## src/rtl/dcache_controller_if.sv

```systemverilog
// Signal bundle joining dcache_controller to the MEM stage, the 2-way data cache and the SRAM.
// The master modport is the controller's view; slave is the view of everything around it.
interface dcache_controller_if #(
  parameter int ADDR_W = 32
) ();
  logic              mem_r_en;
  logic              mem_w_en;
  logic [ADDR_W-1:0] address;
  logic [ADDR_W-1:0] wdata;
  logic [ADDR_W-1:0] rdata;
  logic              ready;

  logic [18:0]       cache_address;
  logic              cache_read;
  logic              cache_write;
  logic              mem_write;
  logic [63:0]       cache_wdata;
  logic              cache_hit;
  logic [31:0]       cache_rdata;

  logic              sram_r_en;
  logic              sram_w_en;
  logic [ADDR_W-1:0] sram_address;
  logic [ADDR_W-1:0] sram_wdata;
  logic [63:0]       sram_rdata;
  logic              sram_ready;

  modport master (
    input  mem_r_en, mem_w_en, address, wdata, cache_hit, cache_rdata, sram_rdata, sram_ready,
    output rdata, ready, cache_address, cache_read, cache_write, mem_write, cache_wdata,
           sram_r_en, sram_w_en, sram_address, sram_wdata
  );

  modport slave (
    output mem_r_en, mem_w_en, address, wdata, cache_hit, cache_rdata, sram_rdata, sram_ready,
    input  rdata, ready, cache_address, cache_read, cache_write, mem_write, cache_wdata,
           sram_r_en, sram_w_en, sram_address, sram_wdata
  );
endinterface

```

## src/rtl/dcache_controller.sv

```systemverilog
// Data-cache controller: 0-cycle read hits, SRAM line fill on miss, write-through stores.
// Optional hit/miss counters are compiled in when DCACHE_STATS_EN is defined.
module dcache_controller #(
  parameter int BASE_ADDR = 1024,
  parameter int ADDR_W    = 32
) (
  input  logic                clk,
  input  logic                rst,
  dcache_controller_if.master bus
`ifdef DCACHE_STATS_EN
  ,
  output logic [31:0]         hit_count,
  output logic [31:0]         miss_count
`endif
);

  typedef enum logic [1:0] {IDLE, MISS, FILL, WRITE} state_t;

  state_t            state_q, state_d;
  logic [63:0]       line_q, line_d;
  logic [ADDR_W-1:0] rdata_q, rdata_d;
  logic              sram_r_en_q, sram_r_en_d;
  logic              sram_w_en_q, sram_w_en_d;
  logic              cache_write_q, cache_write_d;
  logic              ready_c;

  logic              store_req;
  logic              load_req;
  logic              load_hit;
  logic              load_miss;
  logic [ADDR_W-1:0] fill_word;

  // A store wins when both enables are high, so a load is only seen without mem_w_en.
  assign store_req = (state_q == IDLE) && bus.mem_w_en;
  assign load_req  = (state_q == IDLE) && bus.mem_r_en && !bus.mem_w_en;
  assign load_hit  = load_req && bus.cache_hit;
  assign load_miss = load_req && !bus.cache_hit;
  assign fill_word = ADDR_W'(bus.address[2] ? line_q[63:32] : line_q[31:0]);

  assign bus.cache_address = 19'(bus.address - ADDR_W'(BASE_ADDR));
  assign bus.sram_address  = bus.address;
  assign bus.sram_wdata    = bus.wdata;
  assign bus.cache_read    = load_req;
  assign bus.mem_write     = store_req;
  assign bus.cache_write   = cache_write_q;
  assign bus.cache_wdata   = line_q;
  assign bus.sram_r_en     = sram_r_en_q;
  assign bus.sram_w_en     = sram_w_en_q;
  assign bus.ready         = ready_c;
  assign bus.rdata         = rdata_d;

  always_comb begin
    ready_c = 1'b1;
    unique case (state_q)
      IDLE:    ready_c = !(store_req || load_miss);
      MISS:    ready_c = 1'b0;
      FILL:    ready_c = 1'b1;
      WRITE:   ready_c = bus.sram_ready;
      default: ready_c = 1'b1;
    endcase
  end

  // Load data is live on hit and fill cycles, otherwise the last delivered word is held.
  always_comb begin
    rdata_d = rdata_q;
    if (load_hit) begin
      rdata_d = ADDR_W'(bus.cache_rdata);
    end else if (state_q == FILL) begin
      rdata_d = fill_word;
    end
  end

  always_comb begin
    state_d = state_q;
    line_d  = line_q;
    unique case (state_q)
      IDLE: begin
        if (bus.mem_w_en) begin
          state_d = WRITE;
        end else if (load_miss) begin
          state_d = MISS;
        end
      end
      MISS: begin
        if (bus.sram_ready) begin
          line_d  = bus.sram_rdata;
          state_d = FILL;
        end
      end
      FILL: state_d = IDLE;
      WRITE: begin
        if (bus.sram_ready) begin
          state_d = IDLE;
        end
      end
      default: state_d = IDLE;
    endcase
    // Strobes are registered copies of the next state so reset clears them asynchronously.
    sram_r_en_d   = (state_d == MISS);
    sram_w_en_d   = (state_d == WRITE);
    cache_write_d = (state_d == FILL);
  end

  always_ff @(posedge clk or negedge rst) begin
    if (!rst) begin
      state_q       <= IDLE;
      rdata_q       <= '0;
      sram_r_en_q   <= 1'b0;
      sram_w_en_q   <= 1'b0;
      cache_write_q <= 1'b0;
    end else begin
      state_q       <= state_d;
      rdata_q       <= rdata_d;
      sram_r_en_q   <= sram_r_en_d;
      sram_w_en_q   <= sram_w_en_d;
      cache_write_q <= cache_write_d;
    end
  end

  // The line buffer is pure data and is only meaningful after an SRAM ack.
  always_ff @(posedge clk) begin
    line_q <= line_d;
  end

`ifdef DCACHE_STATS_EN
  logic [31:0] hit_count_q, hit_count_d;
  logic [31:0] miss_count_q, miss_count_d;

  always_comb begin
    hit_count_d  = hit_count_q;
    miss_count_d = miss_count_q;
    if (load_hit && (hit_count_q != '1)) begin
      hit_count_d = hit_count_q + 32'd1;
    end
    if (load_miss && (miss_count_q != '1)) begin
      miss_count_d = miss_count_q + 32'd1;
    end
  end

  always_ff @(posedge clk or negedge rst) begin
    if (!rst) begin
      hit_count_q  <= '0;
      miss_count_q <= '0;
    end else begin
      hit_count_q  <= hit_count_d;
      miss_count_q <= miss_count_d;
    end
  end

  assign hit_count  = hit_count_q;
  assign miss_count = miss_count_q;
`endif

endmodule

```

## src/flat_wrapper.sv

```systemverilog
// flat-port wrapper written by rule: the top's interface ports become plain ports
module dcache_controller_flat 
#(
  parameter int BASE_ADDR = 1024,
  parameter int ADDR_W    = 32
)
  (clk, rst, bus_mem_r_en, bus_mem_w_en, bus_address, bus_wdata, bus_cache_hit, bus_cache_rdata, bus_sram_rdata, bus_sram_ready, bus_rdata, bus_ready, bus_cache_address, bus_cache_read, bus_cache_write, bus_mem_write, bus_cache_wdata, bus_sram_r_en, bus_sram_w_en, bus_sram_address, bus_sram_wdata);
  dcache_controller_if #(.ADDR_W(ADDR_W)) bus_i ();
  input  logic clk;
  input  logic rst;
  input wire logic [$bits(bus_i.mem_r_en)-1:0] bus_mem_r_en;
  input wire logic [$bits(bus_i.mem_w_en)-1:0] bus_mem_w_en;
  input wire logic [$bits(bus_i.address)-1:0] bus_address;
  input wire logic [$bits(bus_i.wdata)-1:0] bus_wdata;
  input wire logic [$bits(bus_i.cache_hit)-1:0] bus_cache_hit;
  input wire logic [$bits(bus_i.cache_rdata)-1:0] bus_cache_rdata;
  input wire logic [$bits(bus_i.sram_rdata)-1:0] bus_sram_rdata;
  input wire logic [$bits(bus_i.sram_ready)-1:0] bus_sram_ready;
  output wire logic [$bits(bus_i.rdata)-1:0] bus_rdata;
  output wire logic [$bits(bus_i.ready)-1:0] bus_ready;
  output wire logic [$bits(bus_i.cache_address)-1:0] bus_cache_address;
  output wire logic [$bits(bus_i.cache_read)-1:0] bus_cache_read;
  output wire logic [$bits(bus_i.cache_write)-1:0] bus_cache_write;
  output wire logic [$bits(bus_i.mem_write)-1:0] bus_mem_write;
  output wire logic [$bits(bus_i.cache_wdata)-1:0] bus_cache_wdata;
  output wire logic [$bits(bus_i.sram_r_en)-1:0] bus_sram_r_en;
  output wire logic [$bits(bus_i.sram_w_en)-1:0] bus_sram_w_en;
  output wire logic [$bits(bus_i.sram_address)-1:0] bus_sram_address;
  output wire logic [$bits(bus_i.sram_wdata)-1:0] bus_sram_wdata;
  assign bus_i.mem_r_en = bus_mem_r_en;
  assign bus_i.mem_w_en = bus_mem_w_en;
  assign bus_i.address = bus_address;
  assign bus_i.wdata = bus_wdata;
  assign bus_i.cache_hit = bus_cache_hit;
  assign bus_i.cache_rdata = bus_cache_rdata;
  assign bus_i.sram_rdata = bus_sram_rdata;
  assign bus_i.sram_ready = bus_sram_ready;
  assign bus_rdata = bus_i.rdata;
  assign bus_ready = bus_i.ready;
  assign bus_cache_address = bus_i.cache_address;
  assign bus_cache_read = bus_i.cache_read;
  assign bus_cache_write = bus_i.cache_write;
  assign bus_mem_write = bus_i.mem_write;
  assign bus_cache_wdata = bus_i.cache_wdata;
  assign bus_sram_r_en = bus_i.sram_r_en;
  assign bus_sram_w_en = bus_i.sram_w_en;
  assign bus_sram_address = bus_i.sram_address;
  assign bus_sram_wdata = bus_i.sram_wdata;
  dcache_controller #(.BASE_ADDR(BASE_ADDR), .ADDR_W(ADDR_W)) u_core (.clk(clk), .rst(rst), .bus(bus_i));
endmodule
```

## config.mk

```make
export PLATFORM = sky130hd
export DESIGN_NAME = dcache_controller_flat
export DESIGN_NICKNAME = d
export VERILOG_FILES = /design/src/rtl/dcache_controller_if.sv /design/src/rtl/dcache_controller.sv /design/src/flat_wrapper.sv
export SDC_FILE = /design/constraint.sdc
export NUM_CORES = 1
export LEC_CHECK = 0
export ABC_AREA = 1
export BUFFER_PORTS_ARGS = -buffer_cell sky130_fd_sc_hd__buf_2
export CORE_AREA = 2 2 137 139
export CTS_BUF_LIST = sky130_fd_sc_hd__clkbuf_16
export DETAILED_ROUTE_END_ITERATION = 10
export DIE_AREA = 0 0 139 141
export PLACE_DENSITY = 0.7
export SYNTH_ARGS = -nofsm -noshare
export SYNTH_HDL_FRONTEND = slang
export SYNTH_SLANG_ARGS = --single-unit
```

## constraint.sdc

```tcl
create_clock -name clk -period 2.25 [get_ports clk]
set_input_delay 0.225 -clock clk [delete_from_list [all_inputs] [get_ports clk]]
set_output_delay 0.225 -clock clk [all_outputs]
set_load 0.01 [all_outputs]
```

# Yosys cells after proc, flatten, opt, wreduce, memory -nomap -nowiden
# Cells that the tools add are included.
[totals] register_bits=101 out_inout_bits=185
[op_classes] n_reduce_logical=11 eq_ne=6 n_mux=9 add_sub_neg=1
[ops] operator="$mux W32" n=3
[ops] operator="$sub A19 B11 Y19 const B" n=1
[ops] operator="$eq A2 B2 Y1 const B" n=4
[ops] operator="$mux W2" n=4
[ops] operator="$pmux W2 S4" n=1
[ops] operator="$logic_and A1 B1 Y1" n=5
[ops] operator="$eq A2 B1 Y1 const B" n=2
[ops] operator="$pmux W1 S4" n=1
[ops] operator="$logic_not A1 Y1" n=3
[ops] operator="$logic_not A2 Y1" n=1
[ops] operator="$reduce_and A2 Y1" n=1
[ops] operator="$logic_or A1 B1 Y1" n=1

# Depth between registers and ports, before layout
# Gate-level depths: netlist (run 1).
[logic_depth] depth_word=8 mapped_depth=8 mapped_depth_nobuf=7

# Least setup slack after synthesis (run 1)
# No wires, ideal clock.
[synth_timing] path_type="reg2reg" start="register u_core.state_q[1]" end="register u_core.line_q[0] (netlist: u_core.bus.cache_wdata[0]), enable pin" arrival_time_ns=1.898 setup_ns=0.418 period_less_slack_ns=2.316 n_path_buf=0 setup_slack_ns=-0.066 path_stages_with_launch=4 cell_sequence="dfrtp_1 inv_2 nand3_1 inv_1"
[synth_via] elab_chain_len=2
[synth_lines] item="start: declaration" line_no="dcache_controller.sv:19" text="state_t state_q, state_d;"
[synth_lines] item="start signal: assignment" line_no="dcache_controller.sv:112" text="state_q <= state_d;"
[synth_lines] item="$eq A2 B1 Y1" line_no="dcache_controller.sv:76" text="unique case (state_q)"
[synth_lines] item="$reduce_and A2 Y1 (no line)"
[synth_lines] item="end signal: assignment" line_no="dcache_controller.sv:122" text="line_q <= line_d;"
[synth_lines] item="end: declaration" line_no="dcache_controller.sv:20" text="logic [63:0] line_q, line_d;"
# No other way between the ends.
# A chain may end at the register's enable or synchronous reset.

# Worst setup path in the final report (run 1)
[layout_timing] start="register u_core.state_q[0]" end="output port bus_rdata[22]"
[layout_via] elab_chain_len=5
[layout_lines] item="$logic_not A2 Y1" line_no="dcache_controller.sv:35" text="assign load_req = (state_q == IDLE) && bus.mem_r_en && !bus.mem_w_en;"
[layout_lines] item="$logic_and A1 B1 Y1 (2 in series)" line_no="dcache_controller.sv:35"
[layout_lines] item="$logic_and A1 B1 Y1" line_no="dcache_controller.sv:36" text="assign load_hit = load_req && bus.cache_hit;"
[layout_lines] item="$mux W32 (*)" line_no="dcache_controller.sv:66" text="if (load_hit) begin"
[layout_lines] item="end: declaration" line_no="flat_wrapper.sv:19" text="output wire logic [$bits(bus_i.rdata)-1:0] bus_rdata;"
# Every way passes the cells marked *; elsewhere a longest branch is shown, timed or not.

==> results of run 1 <==
[worst register-to-register path: cells and delay by family, from the launching register on]
family	cells	cell delay [ns]
buffers and inverters	3	0.54
flip-flops	1	0.45
AND/OR/NAND/NOR	1	0.16
[power groups by stage]
stage / Combinational [mW] / Sequential (mW) / Clock, mW
after global routing: 3.01 / 2.83 / 1.75
after CTS: 2.73 / 2.78 / 1.70
final: 2.70 / 2.77 / 1.63
after global placement: 2.70 / 2.80 / 0
after floorplan: 1.61 / 2.88 / 0
after detailed placement: 2.71 / 2.81 / 0
[cell type report]
type | count | area [sq um] | share of cell area, %
clock buffer | 9 | 225 | 3.70
clock inverter | 7 | 80.1 | 1.31
inverter | 51 | 195 | 3.21
multi-input combinational | 270 | 1170 | 19.3
sequential | 101 | 2850 | 46.8
tap | 234 | 293 | 4.81
timing repair buffer | 242 | 1270 | 20.9
[kinds of logic (layout without fill, tap and decap cells)]
| logic type | Yosys count | in the layout | share of synthesized area, % |
|---|---|---|---|
| AO/OA/AOI/OAI | 4 | 4 | 0.411 |
| buffers and inverters | 144 | 309 | 17.7 |
| XOR/XNOR | 5 | 5 | 0.898 |
| adder cells (fa/ha/maj) | 1 | 1 | 0.257 |
| AND/OR/NAND/NOR | 260 | 260 | 22.4 |
| flip-flops | 101 | 101 | 58.4 |
[stage by stage]
step,worst slack [ns],util [%]
after CTS,0.0257,33.3
final,0.156,33.3
after global routing,0.0336,33.3
after global placement,0.435,31.6
after detailed placement,0.412,31.6
after floorplan,0.261,-
[registers in the layout, indices dropped and copies added (netlist names)]
register	cells
u_core.bus.cache_wdata	64
u_core.rdata_q	32
u_core.state_q	2
u_core.bus.cache_write	1
u_core.bus.sram_r_en	1
u_core.bus.sram_w_en	1
[placed cells by master (no fill, tap or decap)]
master / netlist / layout
buf_2: 11 / 233
nand2_1: 176 / 176
nand3_1: 71 / 71
edfxtp_1: 64 / 64
inv_1: 49 / 48
dfrtp_1: 37 / 37
clkbuf_16: 0 / 9
nor2_1: 8 / 8
buf_4: 76 / 5
xor2_1: 4 / 4
buf_12: 0 / 3
nor2_4: 2 / 2
a21oi_1: 2 / 2
o21ai_0: 2 / 2
inv_2: 2 / 2
clkinv_4: 0 / 2
inv_6: 0 / 2
nor3_1: 1 / 1
xnor2_1: 1 / 1
nand2_2: 1 / 1
nand3_4: 0 / 1
clkinvlp_4: 0 / 1
ha_1: 1 / 1
inv_8: 0 / 1
clkinv_1: 0 / 1
bufinv_16: 0 / 1
buf_6: 3 / 1
[cells in the mapped netlist (all sizes together)]
cell type  count
nor2          10
inv           51
nor3           1
xnor2          1
clkbuf         3
nand3         72
ha             1
edfxtp        64
buf           90
o21ai          2
dfrtp         37
nand2        177
a21oi          2
xor2           4
[routing by layer]
layer	vias to the layer above	track usage (%)	share of wire (%)
met5	-	0	0.076
met4	2	7.87	3.7
met3	59	5.47	9.4
met2	222	25.0	49
met1	1753	16.1	38
li1	1882	-	-
[how the worst min path moves through the flow]
stage | from | to | depth (start not counted)
after floorplan | rst | u_core.bus.cache_write | 0
after global placement | bus_sram_rdata[62] | u_core.bus.cache_wdata[62] | 1
after detailed placement | bus_sram_rdata[33] | u_core.bus.cache_wdata[33] | 1
after CTS | bus_sram_rdata[40] | u_core.bus.cache_wdata[40] | 1
after global routing | bus_sram_rdata[58] | u_core.bus.cache_wdata[58] | 1
final | rst | u_core.rdata_q[8] | 1
[timing repair]
action                     CTS  global route
hold endpoints to repair     0             0
resized for setup            0             2
setup endpoints to repair    0            32
hold buffers                 0             0
==> reports/qor.yml, run 1 <==
outcome:
  run_status: "complete, no violations"
power:
  total_power_mw: 7.10
  switchingPower_mw: 2.64
  power_density_mw_per_mm2: 1170
  intPower_mw: 4.45
  comb_power_share_pct: 38.0
  clock_power_share_pct: 23.0
  seq_power_share_pct: 39.0
  swShare_pct: 37.3
  p_leak_nw: 3.06
  vdd_drop_max_mv: 0.479
global_routing:
  gr-total-overflow: 0
  first_global_vias: 4089
  antenna_found_initial: 1
  grt_max_degree: 65
  grt_pass1_wl_mm: 21.8
  grtUsageTotal_pct: 14.7
drt:
  vias: 3918
  drt-pass1-iter-count: 7
  routed_wl_mm: 14.6
  drtIter0Drc: 187
  wire_per_inst_microns: 15.9
  vias_per_cell: 4.29
  drt.antenna.violating_nets: 0
  route.detailed.drc: 0
clocking:
  cts.clk_slew.worst_paths_ns: 0.08
  htree_levels: 3
  cts.sinks: 101
  clk_latency_ns: 0.35
  cts_root_buffer: "clkbuf_16"
  cts_buffers: 9
  clk_path_buf_depth: 2
  post-cts-setup-buffers: 0
  cts_tree: "built"
final_layout:
  num_antenna_cells: 0
  area_growth_pct: 24.9
  design_area_sq_mm: 0.00609
  fillers: 1914
  layout-drive-gt1-share_pct: 38.8
  stdcell_count: 914
  nets: 842
sta:
  hold_viol: 0
  fin_hold_ws_ns: 0.0190
  tightest_slew_ns: 0.954
  min_period_over_period_pct: 93.0
  rsz0062_at_grt: "false"
  min_period_ns: 2.09
  finalSetupViolCount: 0
  relSlewSlack_pct: 36.4
  fmax_ghz: 0.478
  finalSetupTns_ns: 0
  report.final.slew_viol_count: 0
  fin_skew_ns: 0.0119
worst_setup_path:
  cp.depth: 7
  rr_endpoint: "u_core.bus.cache_wdata[13]"
  critPathSlowestCell: "dfrtp_1"
  crit_arrival_ns: 1.87
  r2r_start: "u_core.state_q[1]"
  cp-endpoint: "bus_rdata[22]"
  cp.required_ns: 2.03
  path_cells: "nor2_4, nand3_4, inv_2, buf_12, nand2_1, nand2_1, buf_2"
  crit_start: "u_core.state_q[0]"
  cp_max_fo: 32
  crit_type: "flop to output pin"
  slowest_delay_ns: 0.46
  critPathTopFamily: "simple AND/OR/NAND/NOR gates"
  critPathLaunchType: "flop"
  endpoint_kind: "output pin"
  reg2regPathDepth: 4
  crit_buf_inv: 3
  r2r_slack_ns: 0.70
  crit_path_frequent_cell: "nand2_1"
placement:
  numPortBuffers: 233
  dpl.hpwl_mm: 10.8
  placed_cell_area_sq_mm: 0.00577
  gp_congestion: 0.831
  dp.cells: 898
floorplanning:
  start_util_pct: 26.7
  die_w_microns: 139
  dieArea_sq_mm: 0.0196
  ioPinCount: 351
  rows: 50
  coreArea_sq_mm: 0.0183
  die_h_microns: 141
synth:
  syn-cell-area_sq_mm: 0.00488
  synth_nets: 682
  yosys.cell_types.count: 20
  synth_top_area_share_pct: 39.4
  yosys.area.top_type: "edfxtp_1"
  syn_area_per_cell_sq_um: 9.47
  ys_warn_count: 0
  syn_inst: 515
  ys_ff_latch: 101
  yosysSeqAreaShare_pct: 58.4
  synth.area.top_cells: "edfxtp_1 (39%), dfrtp_1 (19%), nand2_1 (14%)"
flow_run:
  cap_violations: 0
hold_path:
  hold_class: "input pin to async pin"
Note: power is estimated with default switching activity, not from simulation.
==> inputs of run 2 (changes only) <==
--- a/config.mk
+++ b/config.mk
@@ -11,6 +11,7 @@
 export CTS_BUF_LIST = sky130_fd_sc_hd__clkbuf_16
 export DETAILED_ROUTE_END_ITERATION = 10
 export DIE_AREA = 0 0 139 141
+export HOLD_SLACK_MARGIN = 0.02
 export PLACE_DENSITY = 0.7
 export SYNTH_ARGS = -nofsm -noshare
 export SYNTH_HDL_FRONTEND = slang
==> constraint.sdc (replaced) <==
create_clock -name clk -period 2.25 [get_ports clk]
set_input_delay 0.1125 -clock clk [delete_from_list [all_inputs] [get_ports clk]]
set_output_delay 0.1125 -clock clk [all_outputs]
set_load 0.01 [all_outputs]
==> reports/qor.yml, run 2 (same netlist as run 1, synthesis figures left out) <==
outcome:
  run_status: "complete, no violations"
hold_path:
  hold_class: "input pin to flop"
  hp-start: "bus_cache_rdata[31]"
sta:
  fmax_ghz: 0.481  # +0.76%
  rsz0062_at_grt: "false"
  min_period_ns: 2.08  # -0.0158 ns
  fin_skew_ns: 0.0136  # +0.00169 ns
  min_period_over_period_pct: 92.3  # -0.70 points
  hold_viol: 0  # unchanged
  timing.final.ws_setup_ns: 0.172  # +0.0158 ns
  report.final.slew_viol_count: 0  # unchanged
  relSlewSlack_pct: 35.8  # -0.66 points
  finalSetupTns_ns: 0  # unchanged
  fin_hold_ws_ns: 0.0287  # +0.00969 ns
  finalSetupViolCount: 0  # unchanged
  tightest_slew_ns: 0.964  # +0.00987 ns
final_layout:
  layout-drive-gt1-share_pct: 34.5  # -4.3 points
  final_common_cell: "buf_2"
  final_util_pct: 38.3  # +5.0 points
  nets: 936  # +11%
  stdcell_count: 1008  # +10%
  area_growth_pct: 43.6
  largest_reg_flops: 64  # unchanged
  layout_common_cells: "buf_2 (233), nand2_1 (176), dlygate4sd3_1 (92)"
  num_antenna_cells: 0  # unchanged
drt:
  wire_per_inst_microns: 16.7  # +4.5%
  vias: 4446  # +13%
  drtIter0Drc: 191  # +2.1%
  route.detailed.drc: 0  # unchanged
  drt.antenna.violating_nets: 0  # unchanged
  routed_wl_mm: 16.8  # +15%
  vias_per_cell: 4.41  # +2.9%
  drt-pass1-iter-count: 5  # -2
clocking:
  post-cts-setup-buffers: 0  # unchanged
  cts_tree: "built"
  htree_levels: 3  # unchanged
  clk_latency_ns: 0.35  # about the same
  clk_path_buf_depth: 2  # unchanged
  cts_root_buffer: "clkbuf_16"
  cts.sinks: 101  # unchanged
  cts.clk_slew.worst_paths_ns: 0.08  # about the same
  cts_buffers: 9  # unchanged
  cts_resized: 0  # unchanged
placement:
  numPortBuffers: 233  # unchanged
  gp_congestion: 0.804  # -3.2%
  dpl.hpwl_mm: 11.3  # +4.4%
  dp.cells: 900  # +0.22%
  pre_cts_slack_ns: 0.589  # +0.178 ns
flow_run:
  cap_violations: 0  # unchanged
worst_setup_path:
  critPathLaunchType: "flop"
  endpoint_kind: "output pin"
  cp.required_ns: 2.14  # +0.11 ns
  critPathTopFamily: "buffers and inverters"
  crit_type: "flop to output pin"
  cp_max_fo: 19  # -41%
  path_cells: "nor2_4, nand3_2, inv_2, buf_12, nand2_1, nand2_1, buf_2"
  crit_start: "u_core.state_q[0]"
  critPathSlowestCell: "dfrtp_1"
  crit_buf_inv: 3  # unchanged
  slowest_delay_ns: 0.47  # about the same
  crit_path_frequent_cell: "nand2_1"
  crit_arrival_ns: 1.97  # +0.10 ns
  r2r_start: "u_core.state_q[1]"
power:
  p_leak_nw: 3.45  # +13%
  vdd_drop_max_mv: 0.580  # +21%
  power_density_mw_per_mm2: 1040  # -10%
floorplanning:
  rows: 50  # unchanged
  ioPinCount: 351  # unchanged
  coreArea_sq_mm: 0.0183  # unchanged
  dieArea_sq_mm: 0.0196  # unchanged
  die_h_microns: 141  # unchanged
  die_w_microns: 139  # unchanged
  start_util_pct: 26.7  # unchanged
global_routing:
  grt_pass1_wl_mm: 25.1  # +15%
  antenna_found_initial: 0  # -1
  first_global_vias: 4595  # +12%
  grt_max_degree: 38  # -42%
  gr-total-overflow: 0  # unchanged
  grtUsageTotal_pct: 16.7  # +2.0 points
==> run 2: layout make-up <==
cell class                      count  area [sq um]
Clock inverter                      7          80.1
Timing Repair Buffer              336          2190
Multi-Input combinational cell    270          1170
Clock buffer                        9           225
Sequential cell                   101          2850
Tap cell                          234           293
Fill cell                        1784         11300
Inverter                           51           195
==> run 2: routing by layer <==
layer	share of wire [%]	global-route usage, %	routed length [microns]	vias to the layer above
li1	-	-	-	2070
met1	37	18.0	6160	2070
met2	51	29.8	8540	245
met3	8.6	5.10	1440	61
met4	3.9	8.56	657	0
met5	0	0	0	-
==> run 2: per-stage QoR <==
stage,power [mW],area (sq um)
detailed placement,5.55,5780
global route,7.78,7000
CTS,7.30,7000
global placement,5.52,5780
finish,7.31,7000
floorplan,4.48,4880
==> run 2: worst reg2reg max path: stages (launching register included) <==
cell and delay, ns:
dfrtp_1 0.46, inv_2 0.11, nand3_1 0.16, clkinvlp_4 0.12, buf_4 0.41
==> run 2: path summary, 6_finish.rpt <==
check | to | slack, ns | depth (start not counted)
min in group asynchronous | u_core.rdata_q[5] | 0.47 | 2
max | bus_rdata[22] | 0.17 | 7
max reg2reg | u_core.bus.cache_wdata[53] | 0.59 | 4
min | u_core.rdata_q[31] | 0.03 | 3
max in group asynchronous | u_core.rdata_q[17] | 1.18 | 2
min reg2reg | u_core.rdata_q[6] | 0.58 | 4
==> run 2: report_power, final <==
group	total, mW	internal [mW]	switching (mW)
sequential	2.78	2.56	0.215
combinational	2.92	1.11	1.81
clock	1.61	0.879	0.732
==> run 2: what timing repair did <==
action	CTS	global route
endpoints found under the hold margin	128	0
hold buffers	92	0
setup endpoints to repair	0	0
